--- config.mk ---
export PLATFORM = sky130hd
export DESIGN_NAME = cmd_sched
export DESIGN_NICKNAME = d
export VERILOG_FILES = /design/src/rtl/cmd_sched.sv
export SDC_FILE = /design/constraint.sdc
export NUM_CORES = 1
export LEC_CHECK = 0
export ABC_AREA = 0
export ABC_CLOCK_PERIOD_IN_PS = 4300
export CAP_MARGIN = 20
export CORE_MARGIN = 2
export CORE_UTILIZATION = 40
export DETAILED_ROUTE_END_ITERATION = 6
export PLACE_DENSITY = 0.69
export SLEW_MARGIN = 5
export SYNTH_ARGS = -nofsm -noshare
export SYNTH_HDL_FRONTEND = slang
export SYNTH_SLANG_ARGS = --single-unit
--- constraint.sdc ---
create_clock -name clk -period 4.3 [get_ports clk]
set_input_delay 0.645 -clock clk [delete_from_list [all_inputs] [get_ports clk]]
set_output_delay 0.645 -clock clk [all_outputs]
set_load 0.02 [all_outputs]
--- src/rtl/cmd_sched.sv ---
// Command scheduler: merges UART and button commands into a FIFO and feeds a scoring engine.
// Define CMD_SCHED_RR_EN for round-robin tie arbitration (default: UART always wins ties).
module cmd_sched #(
  parameter int unsigned FIFO_DEPTH = 4
) (
  input  logic       clk,
  input  logic       rst_n,
  input  logic [3:0] uart_cmd,
  input  logic       uart_valid,
  input  logic [3:0] btn_cmd,
  input  logic       btn_valid,
  input  logic       eng_ready,
  output logic [3:0] eng_cmd,
  output logic       eng_valid,
  output logic [1:0] mode,
  output logic       ovf_err,
  output logic       ill_err
);

  localparam int unsigned AW = (FIFO_DEPTH > 2) ? $clog2(FIFO_DEPTH) : 1;
  localparam logic [AW+1:0] DepthW = (AW+2)'(FIFO_DEPTH);

  localparam logic [3:0] CmdR  = 4'd0;
  localparam logic [3:0] CmdT1 = 4'd1;
  localparam logic [3:0] CmdT2 = 4'd2;
  localparam logic [3:0] CmdG  = 4'd3;
  localparam logic [3:0] CmdS1 = 4'd4;
  localparam logic [3:0] CmdS2 = 4'd5;
  localparam logic [3:0] CmdS3 = 4'd6;
  localparam logic [3:0] CmdP1 = 4'd7;
  localparam logic [3:0] CmdP2 = 4'd8;

  typedef enum logic [1:0] {ModeIdle = 2'b00, ModeSetup = 2'b01, ModePlay = 2'b10} mode_e;

  logic [3:0]    mem_q [FIFO_DEPTH];
  logic [AW-1:0] wr_ptr_q, rd_ptr_q;
  logic [AW:0]   count_q;
  mode_e         mode_q;
  logic          toss_q, set_q, ovf_q, ill_q;

  logic [3:0]    head;
  logic          not_empty, head_legal, hs, ill_pop, pop;
  logic [AW+1:0] free;
  logic          btn_first;
  logic          first_v, second_v, push0, push1, drop;
  logic [3:0]    first_c, second_c;
  logic [1:0]    npush;

  assign head      = mem_q[rd_ptr_q];
  assign not_empty = (count_q != '0);

  always_comb begin
    head_legal = 1'b0;
    case (mode_q)
      ModeIdle:  head_legal = (head == CmdR);
      ModeSetup: head_legal = (head inside {CmdR, CmdT1, CmdT2, CmdS1, CmdS2, CmdS3}) ||
                              ((head == CmdG) && toss_q && set_q);
      ModePlay:  head_legal = (head inside {CmdR, CmdP1, CmdP2});
      default:   head_legal = 1'b0;
    endcase
  end

  assign eng_valid = not_empty & head_legal;
  assign eng_cmd   = eng_valid ? head : 4'd0;
  assign hs        = eng_valid & eng_ready;
  assign ill_pop   = not_empty & ~head_legal;
  assign pop       = hs | ill_pop;
  assign free      = DepthW - {1'b0, count_q} + (AW+2)'(pop);
  assign mode      = mode_q;
  assign ovf_err   = ovf_q;
  assign ill_err   = ill_q;

`ifdef CMD_SCHED_RR_EN
  logic rr_pri_q;  // 1: button wins the next tie

  assign btn_first = rr_pri_q;

  always_ff @(posedge clk or negedge rst_n) begin
    if (!rst_n) begin
      rr_pri_q <= 1'b0;
    end else if (uart_valid && btn_valid) begin
      rr_pri_q <= ~rr_pri_q;
    end
  end
`else
  assign btn_first = 1'b0;
`endif

  always_comb begin
    first_v  = 1'b0;
    first_c  = uart_cmd;
    second_v = 1'b0;
    second_c = btn_cmd;
    if (uart_valid && btn_valid) begin
      first_v  = 1'b1;
      second_v = 1'b1;
      first_c  = btn_first ? btn_cmd : uart_cmd;
      second_c = btn_first ? uart_cmd : btn_cmd;
    end else if (uart_valid) begin
      first_v = 1'b1;
      first_c = uart_cmd;
    end else if (btn_valid) begin
      first_v = 1'b1;
      first_c = btn_cmd;
    end
  end

  assign push0 = first_v && (free != '0);
  assign push1 = second_v && (free >= (AW+2)'(2));
  assign drop  = (first_v && !push0) || (second_v && !push1);
  assign npush = {1'b0, push0} + {1'b0, push1};

  // Payload storage carries no reset; occupancy is tracked by count_q alone.
  always_ff @(posedge clk) begin
    if (push0) mem_q[wr_ptr_q] <= first_c;
    if (push1) mem_q[wr_ptr_q + AW'(1)] <= second_c;
  end

  always_ff @(posedge clk or negedge rst_n) begin
    if (!rst_n) begin
      wr_ptr_q <= '0;
      rd_ptr_q <= '0;
      count_q  <= '0;
      mode_q   <= ModeIdle;
      toss_q   <= 1'b0;
      set_q    <= 1'b0;
      ovf_q    <= 1'b0;
      ill_q    <= 1'b0;
    end else begin
      wr_ptr_q <= wr_ptr_q + AW'(npush);
      rd_ptr_q <= rd_ptr_q + AW'(pop);
      count_q  <= count_q - (AW+1)'(pop) + (AW+1)'(npush);
      ovf_q    <= drop;
      ill_q    <= ill_pop;
      if (hs) begin
        case (head)
          CmdR: begin
            mode_q <= ModeSetup;
            toss_q <= 1'b0;
            set_q  <= 1'b0;
          end
          CmdT1, CmdT2:        toss_q <= 1'b1;
          CmdS1, CmdS2, CmdS3: set_q  <= 1'b1;
          CmdG:                mode_q <= ModePlay;
          default: ;
        endcase
      end
    end
  end

endmodule

# After elaboration in Yosys (flattened, before gate mapping)
# Memory sizes are Yosys's and may differ from the RTL's.
# Cells that the tools add are included.
# word_totals
mem_count	1
word_cells	74
output_inout_bits	9
regBits	13
ram_bits	16
# memory_table
name	depth	word_bits	rd	rd_clocked_by_memory_dff	write_ports	line	rtl
mem_q	4	4	1	0	2	35	logic [3:0] mem_q [FIFO_DEPTH];
# classes
n_lt_le_gt_ge	1
n_reduce_logical	25
muxes	16
bitwise	5
addsub	8
n_eq_ne	10
# op_table
cell	n
4-bit by 3-bit == test with 1-bit output (second input constant)	4
4-bit two-way mux	4
4-bit by 2-bit == test with 1-bit output (second input constant)	2
1-bit two-way mux	8
1-bit logical AND	7
2-bit AND reduction	3
2-bit nonzero test	3
3-bit nonzero test	2
6-bit nonzero test	1
4-bit by 1-bit adder with 4-bit output	1
4-bit by 1-bit == test with 1-bit output (second input constant)	1
4-bit == test (second input constant)	1
4-bit by 2-bit >= comparator with 1-bit output (second input constant)	1
4-bit zero test	1
1-bit case mux with 2 select lines	2
2-bit case mux with 2 select lines	1
4-bit nonzero test	1
3-bit by 3-bit subtractor with 4-bit output (first input constant)	1
3-bit by 2-bit adder with 3-bit output	1
1-bit bitwise AND	3
1-bit case mux with 3 select lines	1
3-bit OR reduction	1
3-bit by 1-bit subtractor with 3-bit output	1
1-bit by 1-bit adder with 2-bit output	1
other kinds (11)	13

# Depth between registers and ports, before layout
# Gate-level depths: netlist (run 1).
# An unclocked memory read counts as a cell.
# logic_depth
word_depth	15
mapped_depth	20

# Least setup slack after synthesis (run 1)
# Ideal clock, no wire load.
# synth_timing
path_kind	reg-to-reg
startpoint	reg rd_ptr_q[0]
endpoint	reg count_q[2]
arrival_time_ns	4.532
path_stages_with_launch	21
n_path_buf	0
slack_ns	-0.354
setup_ns	0.123
required_time_ns	4.177
synth_period_minus_slack_ns	4.654
cell_sequence	dfrtp_1 > mux4_2 > or4_4 > o22ai_2 > nor2_2 > o21ai_1 > ha_1 > inv_1 > ha_1 > or2_2 > a21oi_1 > or2_2 > inv_1 > ha_1 > inv_1 > ha_1 > inv_1 > ha_1 > fa_1 > xnor2_1 > xnor2_1
# synth_via
elab_chain_len	14
# synth_lines
item	line	rtl
start, declared	36	logic [AW-1:0] wr_ptr_q, rd_ptr_q;
start signal, assigned	131	rd_ptr_q <= rd_ptr_q + AW'(pop);
memory 4 x 4 bit *	--	
parallel branches: the longest is 4 deep, another holds 6-bit nonzero test	--	
1-bit case mux with 3 select lines *	54	case (mode_q)
1-bit bitwise AND or 1-bit NOT (tied branches)	63, 66	
1-bit bitwise AND (on tied branches)	65, 66	
1-bit bitwise OR *	67	assign pop = hs | ill_pop;
4-bit by 1-bit adder with 4-bit output	68	assign free = DepthW - {1'b0, count_q} + (AW+2)'(pop);
4-bit by 2-bit >= comparator with 1-bit output or 4-bit nonzero test (tied branches)	109, 108	
1-bit logical AND (on tied branches)	109, 108	
1-bit by 1-bit adder with 2-bit output	111	assign npush = {1'b0, push0} + {1'b0, push1};
3-bit by 2-bit adder with 3-bit output *	132	count_q <= count_q - (AW+1)'(pop) + (AW+1)'(npush);
end signal, assigned	132	
end, declared	37	logic [AW:0] count_q;
# Mark *: on every way between the ends.
# A chain may end at the register's enable or synchronous reset.

# Worst setup path in the final report (run 1)
# Ends and elaborated chain as after synthesis.

==> results.yml, run 1 <==
worst_setup_path:
  crit_required_ns: 4.47
  cp_max_fo: 5
  critPathBufInv: 4
  startpoint: "rd_ptr_q[0]$_DFF_PN0_"
  worst-setup-path-type: "flop to flop"
  cpMaxStageDelayCell: "or4_4"
  path_cells: "mux4_2, or4_4, o22ai_4, nor2_2, o21ai_2, ha_2, inv_2, ha_4, or2_4, a21oi_4, or2_4, inv_2, ha_4, inv_2, ha_4, inv_2, ha_4, fa_2, xnor2_2, xnor2_1"
  crit_path_end_kind: "flop"
  cpPeakStageDelay_ns: 0.55
  crit_arrival_ns: 4.51
  critPathLaunchType: "flop"
  crit_family: "adder cells"
  worstReg2RegStart: "rd_ptr_q[0]$_DFF_PN0_"
power:
  p_per_area_nw_per_um2: 652
  pwr-share-clk: 0.144
  power_switching_w: 0.000559
  power.internal_w: 0.000946
  total_power_w: 0.00150
  p_seq_frac: 0.330
  p_comb_frac: 0.526
  peakVddDrop_v: 0.000385
  p_leak_nw: 0.952
  switching_share: 0.372
sta:
  max_freq_mhz: 231
  setup_viol: 1
  period_needed_ns: 4.34
  hold_viol: 0
  worst_slew_pin_slew_ns: 0.617
  period_share: 1.01
  relSlewSlack: 0.588
  worst_slack_ns: -0.0356
  skew_ns: 0.00874
  drv_slew: 0
  rsz0062_at_grt: "yes"
  hold_ws_ns: 0.502
clock_network:
  cts.sinks: 29
  clock_path_buffers: 2
  clk-insertion-delay-late_ns: 0.28
  htree_levels: 2
  cts.reportedPaths.clkPinSlew_ns: 0.07
  cts_buffers: 5
  clockRootBuffer: "clkbuf_8"
  cts_tree: "done"
synthesis:
  synth.top_cell.area_share: 0.282
  synthCells: 143
  yosys_warnings: 0
  synth_seq_cells: 29
  synthTopCellsByArea: "edfxtp_1 28%, dfrtp_1 19%, mux2_2 11%, ha_1 5.9%, mux4_2 4.0%"
  avgSynthCellArea_sq_um: 11.9
  synth_top_area_cell: "edfxtp_1"
  synth_edf_count: 16
  yosysSeqAreaShare: 0.473
  synthFlopType: "edfxtp_1"
  netlist_area_sq_um: 1700
  synthDistinctLibCells: 38
  syn_nets: 165
  synthArstFlopShare: 0.448
  synth_common_cells: "16 x edfxtp_1, 16 x inv_1, 16 x mux2_2"
cells_and_area:
  area_growth_pct: 35.4
  fin_util: 0.569
  diodes: 0
  n_fill_cell: 338
  layout.cells.non_filler: 241
  drive_above_1_share: 0.366
  final_nets: 212
grt:
  grt_use_total: 0.159
  grt_pass1_wl_mm: 6.08
  grt-ovfl-total: 0
  grt_pass1_vias: 1303
  grt_start_max_net_pins: 14
  antenna_found_initial: 0
floorplanning:
  die-area_sq_um: 4800
  start_util: 0.420
  chipWidth_microns: 69.3
  coreArea_sq_um: 4060
  rows: 23
  die_y_microns: 69.3
  io_pins: 22
placement:
  gp_congestion: 0.781
  dp_slack_ns: -0.160
  io_buffers: 21
  dp_cells: 226
  dpl.hpwl_mm: 2.64
min_path:
  hold_path_class: "flop to flop"
  hp-start: "toss_q$_DFFE_PN0P_"
routing:
  drt_iter0_drc: 29
  drc: 0
  postRouteAntennaNets: 0
  wl_mm: 3.55
  wl_per_cell_microns: 14.7
  via_per_inst: 5.25
  vias: 1266
  first_pass_iters: 4
flow_run:
  max_cap_viol_count: 0
outcome:
  violations: "negative setup slack"
  status: "complete, but fails checks"
==> placed cells by master (no fill, tap or decap), types with 2 or more instances in the layout <==
| cell type | Yosys | routed |
|---|---|---|
| edfxtp_1 | 16 | 16 |
| nor2_1 | 8 | 8 |
| ha_4 | 0 | 4 |
| ha_1 | 8 | 3 |
| nand2_1 | 12 | 12 |
| inv_1 | 16 | 12 |
| o21ai_2 | 2 | 3 |
| o211a_4 | 2 | 2 |
| o21ai_0 | 6 | 6 |
| or2_4 | 0 | 2 |
| o211a_1 | 2 | 2 |
| clkbuf_1 | 2 | 2 |
| xnor2_1 | 4 | 3 |
| clkdlybuf4s50_1 | 0 | 21 |
| buf_4 | 0 | 21 |
| dfrtp_1 | 13 | 12 |
| nand2b_1 | 2 | 2 |
| clkbuf_8 | 0 | 5 |
| nor3_1 | 2 | 2 |
| mux4_2 | 3 | 3 |
| mux2_2 | 16 | 16 |
| o211ai_1 | 3 | 3 |
| inv_2 | 0 | 4 |
| o21a_1 | 2 | 2 |
==> power by group through the flow <==
stage	sequential [W]	combinational, W	clock, W
3_3_place_gp	0.000490	0.000662	0
2_1_floorplan	0.000475	0.000473	0
6_report	0.000496	0.000792	0.000217
5_1_grt	0.000514	0.000896	0.000233
4_1_cts	0.000498	0.000789	0.000220
3_5_place_dp	0.000498	0.000695	0
==> stage by stage <==
step | area (sq um) | TNS [ns]
global placement | 2100 | -0.0543
floorplan | 1730 | -0.0887
finish | 2310 | -0.0356
detailed placement | 2100 | -0.177
global route | 2310 | -0.296
CTS | 2280 | -0.102
==> worst paths after layout <==
kind | to | slack, ns | cells past startpoint
worst min-delay path | toss_q$_DFFE_PN0P_ | 0.50 | 1
worst max register to register | count_q[2]$_DFF_PN0_ | -0.04 | 20
worst max-delay path | count_q[2]$_DFF_PN0_ | -0.04 | 20
max in group asynchronous | rd_ptr_q[0]$_DFF_PN0_ | 3.11 | 1
worst min register to register | toss_q$_DFFE_PN0P_ | 0.50 | 1
min in group asynchronous | count_q[2]$_DFF_PN0_ | 0.75 | 1
==> registers in the layout, summed over array words and instances, names as in the netlist, 2 cells and up <==
signal and cells:
mode 2, wr_ptr_q 2, count_q 3, rd_ptr_q 2, mem_q 16
==> layer usage <==
metal,vias up,GRT usage,part of all wire
met1,606,0.197,0.45
met2,41,0.269,0.50
met5,-,0,0
met3,4,0.0378,0.041
met4,0,0.0566,0.0099
li1,615,-,-
==> kinds of logic after synthesis <==
| group | Yosys count | share of synthesized area |
|---|---|---|
| multiplexers | 21 | 0.167 |
| buffers and inverters | 18 | 0.0397 |
| adder cells (fa/ha/maj) | 9 | 0.0705 |
| XOR/XNOR | 5 | 0.0257 |
| flip-flops | 29 | 0.473 |
| AND/OR/NAND/NOR | 35 | 0.106 |
| AO/OA/AOI/OAI | 26 | 0.119 |
==> layout make-up <==
| class | count | area [sq um] | area share |
|---|---|---|---|
| clock buffer | 7 | 76.3 | 0.0331 |
| clock inverter | 1 | 3.75 | 0.00163 |
| inverter | 16 | 60.1 | 0.0260 |
| multi-input combinational | 96 | 930 | 0.403 |
| sequential | 29 | 807 | 0.350 |
| tap | 50 | 62.6 | 0.0271 |
| timing repair buffer | 42 | 368 | 0.159 |
==> repair_timing <==
action                     in CTS  in global routing
hold buffers                    0                  0
pin swaps                      13                  7
buffers inserted                5                  2
setup endpoints to repair       2                  2
gates resized for setup        11                  3
(Power assumes the default switching activity.)
==> run 2, diff against run 1 <==
- ABC_CLOCK_PERIOD_IN_PS: 4300 -> 4750
- PLACE_DENSITY: 0.69 -> 0.67
- clock period: 4.3 -> 4.75 ns (I/O delays scaled with it)
==> run 2 against run 1 <==
  * Fmax down 5.3%
  * Via count down 3.2%
  * First-iteration DRC count up 10%
  * The flow now finishes without violations
  * Worst hold slack better by 0.0068 ns
  * Global-route usage down 0.97 points
  * Die area unchanged
  * Combinational power down 23%
==> results.yml, run 2 (synthesis gave the netlist of run 1 again) <==
min_path:
  hold_path_class: "flop to flop"
cells_and_area:
  largest-register: "mem_q"
  final_nets: 198
  fin_util: 0.536
  drive_above_1_share: 0.277
  diodes: 0
  largest_reg_flops: 16
  final_common_cell: "clkdlybuf4s50_1"
  layout.cells.non_filler: 227
  reg_top3: "mem_q: 16 flops, count_q: 3 flops"
  mostFrequentLayoutCells: "21 x clkdlybuf4s50_1, 16 x inv_1, 16 x mux2_2, 16 x edfxtp_1"
  area_growth_pct: 27.6
placement:
  gp_congestion: 0.800
  dpl.hpwl_mm: 2.57
  io_buffers: 21
  dp_cells: 217
  dp_slack_ns: -0.0646
sta:
  setup_viol: 0
  period_needed_ns: 4.58
  relSlewSlack: 0.576
  worst_slack_ns: 0.171
  worst_slew_pin_slew_ns: 0.630
  skew_ns: 0.00350
  max_freq_mhz: 218
  drv_slew: 0
  final.setup.tns_ns: 0
  period_share: 0.964
  hold_viol: 0
routing:
  wl_per_cell_microns: 14.7
  drc: 0
  via_per_inst: 5.40
  wl_mm: 3.35
  first_pass_iters: 4
  vias: 1226
  drt_iter0_drc: 32
  postRouteAntennaNets: 0
floorplanning:
  die-area_sq_um: 4800
  io_pins: 22
  rows: 23
  chipWidth_microns: 69.3
  start_util: 0.420
  coreArea_sq_um: 4060
  die_y_microns: 69.3
clock_network:
  cts_buffers: 5
  cts.reportedPaths.clkPinSlew_ns: 0.06
  clock_path_buffers: 2
  clk-insertion-delay-late_ns: 0.28
  cts.sinks: 29
  htree_levels: 2
  clockRootBuffer: "clkbuf_8"
  cts_tree: "done"
worst_setup_path:
  crit_path_end_kind: "flop"
  crit_arrival_ns: 4.76
  crit_required_ns: 4.93
  critPathLaunchType: "flop"
  cp_max_fo: 5
  worst-setup-path-type: "flop to flop"
grt:
  grt_pass1_vias: 1235
  grt-ovfl-total: 0
  grt_start_max_net_pins: 14
  grt_use_total: 0.149
  antenna_found_initial: 0
  grt_pass1_wl_mm: 5.62
power:
  p_seq_frac: 0.343
  p_per_area_nw_per_um2: 598
  switching_share: 0.363
  power.internal_w: 0.000827
  p_comb_frac: 0.470
  peakVddDrop_v: 0.000255
  p_leak_nw: 0.895
  power_switching_w: 0.000472
  pwr-share-clk: 0.187
outcome:
  status: "completed"
flow_run:
  max_cap_viol_count: 0
==> run 2: changes by cell type in the layout (fill, tap and decap cells not counted), moves of 3 or more <==
cell / previous run / this run
ha_4: 4 / 0
inv_1: 12 / 16
buf_4: 21 / 7
ha_1: 3 / 6
inv_2: 4 / 0
==> run 2: final cells by class <==
| type | count | area (sq um) |
|---|---|---|
| clock buffers | 6 | 72.6 |
| inverters | 16 | 60.1 |
| fillers | 356 | 1880 |
| repair buffers | 28 | 263 |
| multi-input cells | 96 | 876 |
| clock inverters | 2 | 33.8 |
| well taps | 50 | 62.6 |
| flip-flops and latches | 29 | 807 |
==> run 2: worst paths after layout <==
path	start	endpoint	slack, ns	depth (start not counted)
setup / recovery	rd_ptr_q[0]$_DFF_PN0_	count_q[2]$_DFF_PN0_	0.17	20
hold / removal	toss_q$_DFFE_PN0P_	toss_q$_DFFE_PN0P_	0.51	1
setup reg to reg	rd_ptr_q[0]$_DFF_PN0_	count_q[2]$_DFF_PN0_	0.17	20
min in group asynchronous	rst_n	mode[1]$_DFFE_PN0P_	0.83	1
hold reg to reg	toss_q$_DFFE_PN0P_	toss_q$_DFFE_PN0P_	0.51	1
max in group asynchronous	rst_n	rd_ptr_q[0]$_DFF_PN0_	3.48	1
==> run 2: worst max-delay path: stages (launching register included) <==
cell and delay [ns]:
dfrtp_2 0.43, mux4_2 0.53, or4_4 0.55, o22ai_4 0.21, nor2_2 0.07, o21ai_2 0.12
ha_2 0.18, inv_1 0.04, ha_1 0.18, or2_2 0.30, a21oi_4 0.15, or2_4 0.14
inv_1 0.04, ha_1 0.29, inv_1 0.04, ha_1 0.26, inv_1 0.04, ha_2 0.17
fa_2 0.37, xnor2_2 0.16, xnor2_1 0.21
==> run 2: power groups by stage <==
stage	logic (W)	clock network, W	registers (W)
final	0.000611	0.000243	0.000446
after detailed placement	0.000564	0	0.000447
after CTS	0.000570	0.000249	0.000443
after global placement	0.000530	0	0.000444
after global routing	0.000695	0.000259	0.000456
after floorplan	0.000398	0	0.000429
==> run 2: what timing repair did <==
item / 4_1_cts / 5_1_grt
setup buffers: 0 / 2
resized for setup: 2 / 9
setup endpoints to repair: 1 / 1
pin swaps: 0 / 6
hold buffers: 0 / 0
==> run 2: stage by stage <==
| step | hold slack, ns | power (W) | area, sq um |
|---|---|---|---|
| final | 0.508 | 0.00130 | 2170 |
| after global placement | 0.481 | 0.000974 | 2010 |
| after detailed placement | 0.498 | 0.00101 | 2010 |
| after CTS | 0.511 | 0.00126 | 2120 |
| after global routing | 0.518 | 0.00141 | 2170 |
| after floorplan | 0.417 | 0.000827 | 1700 |
==> run 2: routing by layer <==
layer	track usage	wire (microns)	up-vias
met5	0	0	-
met4	0.0719	91	0
met3	0.0422	133	9
met2	0.251	1710	35
met1	0.174	1410	597
li1	-	-	585
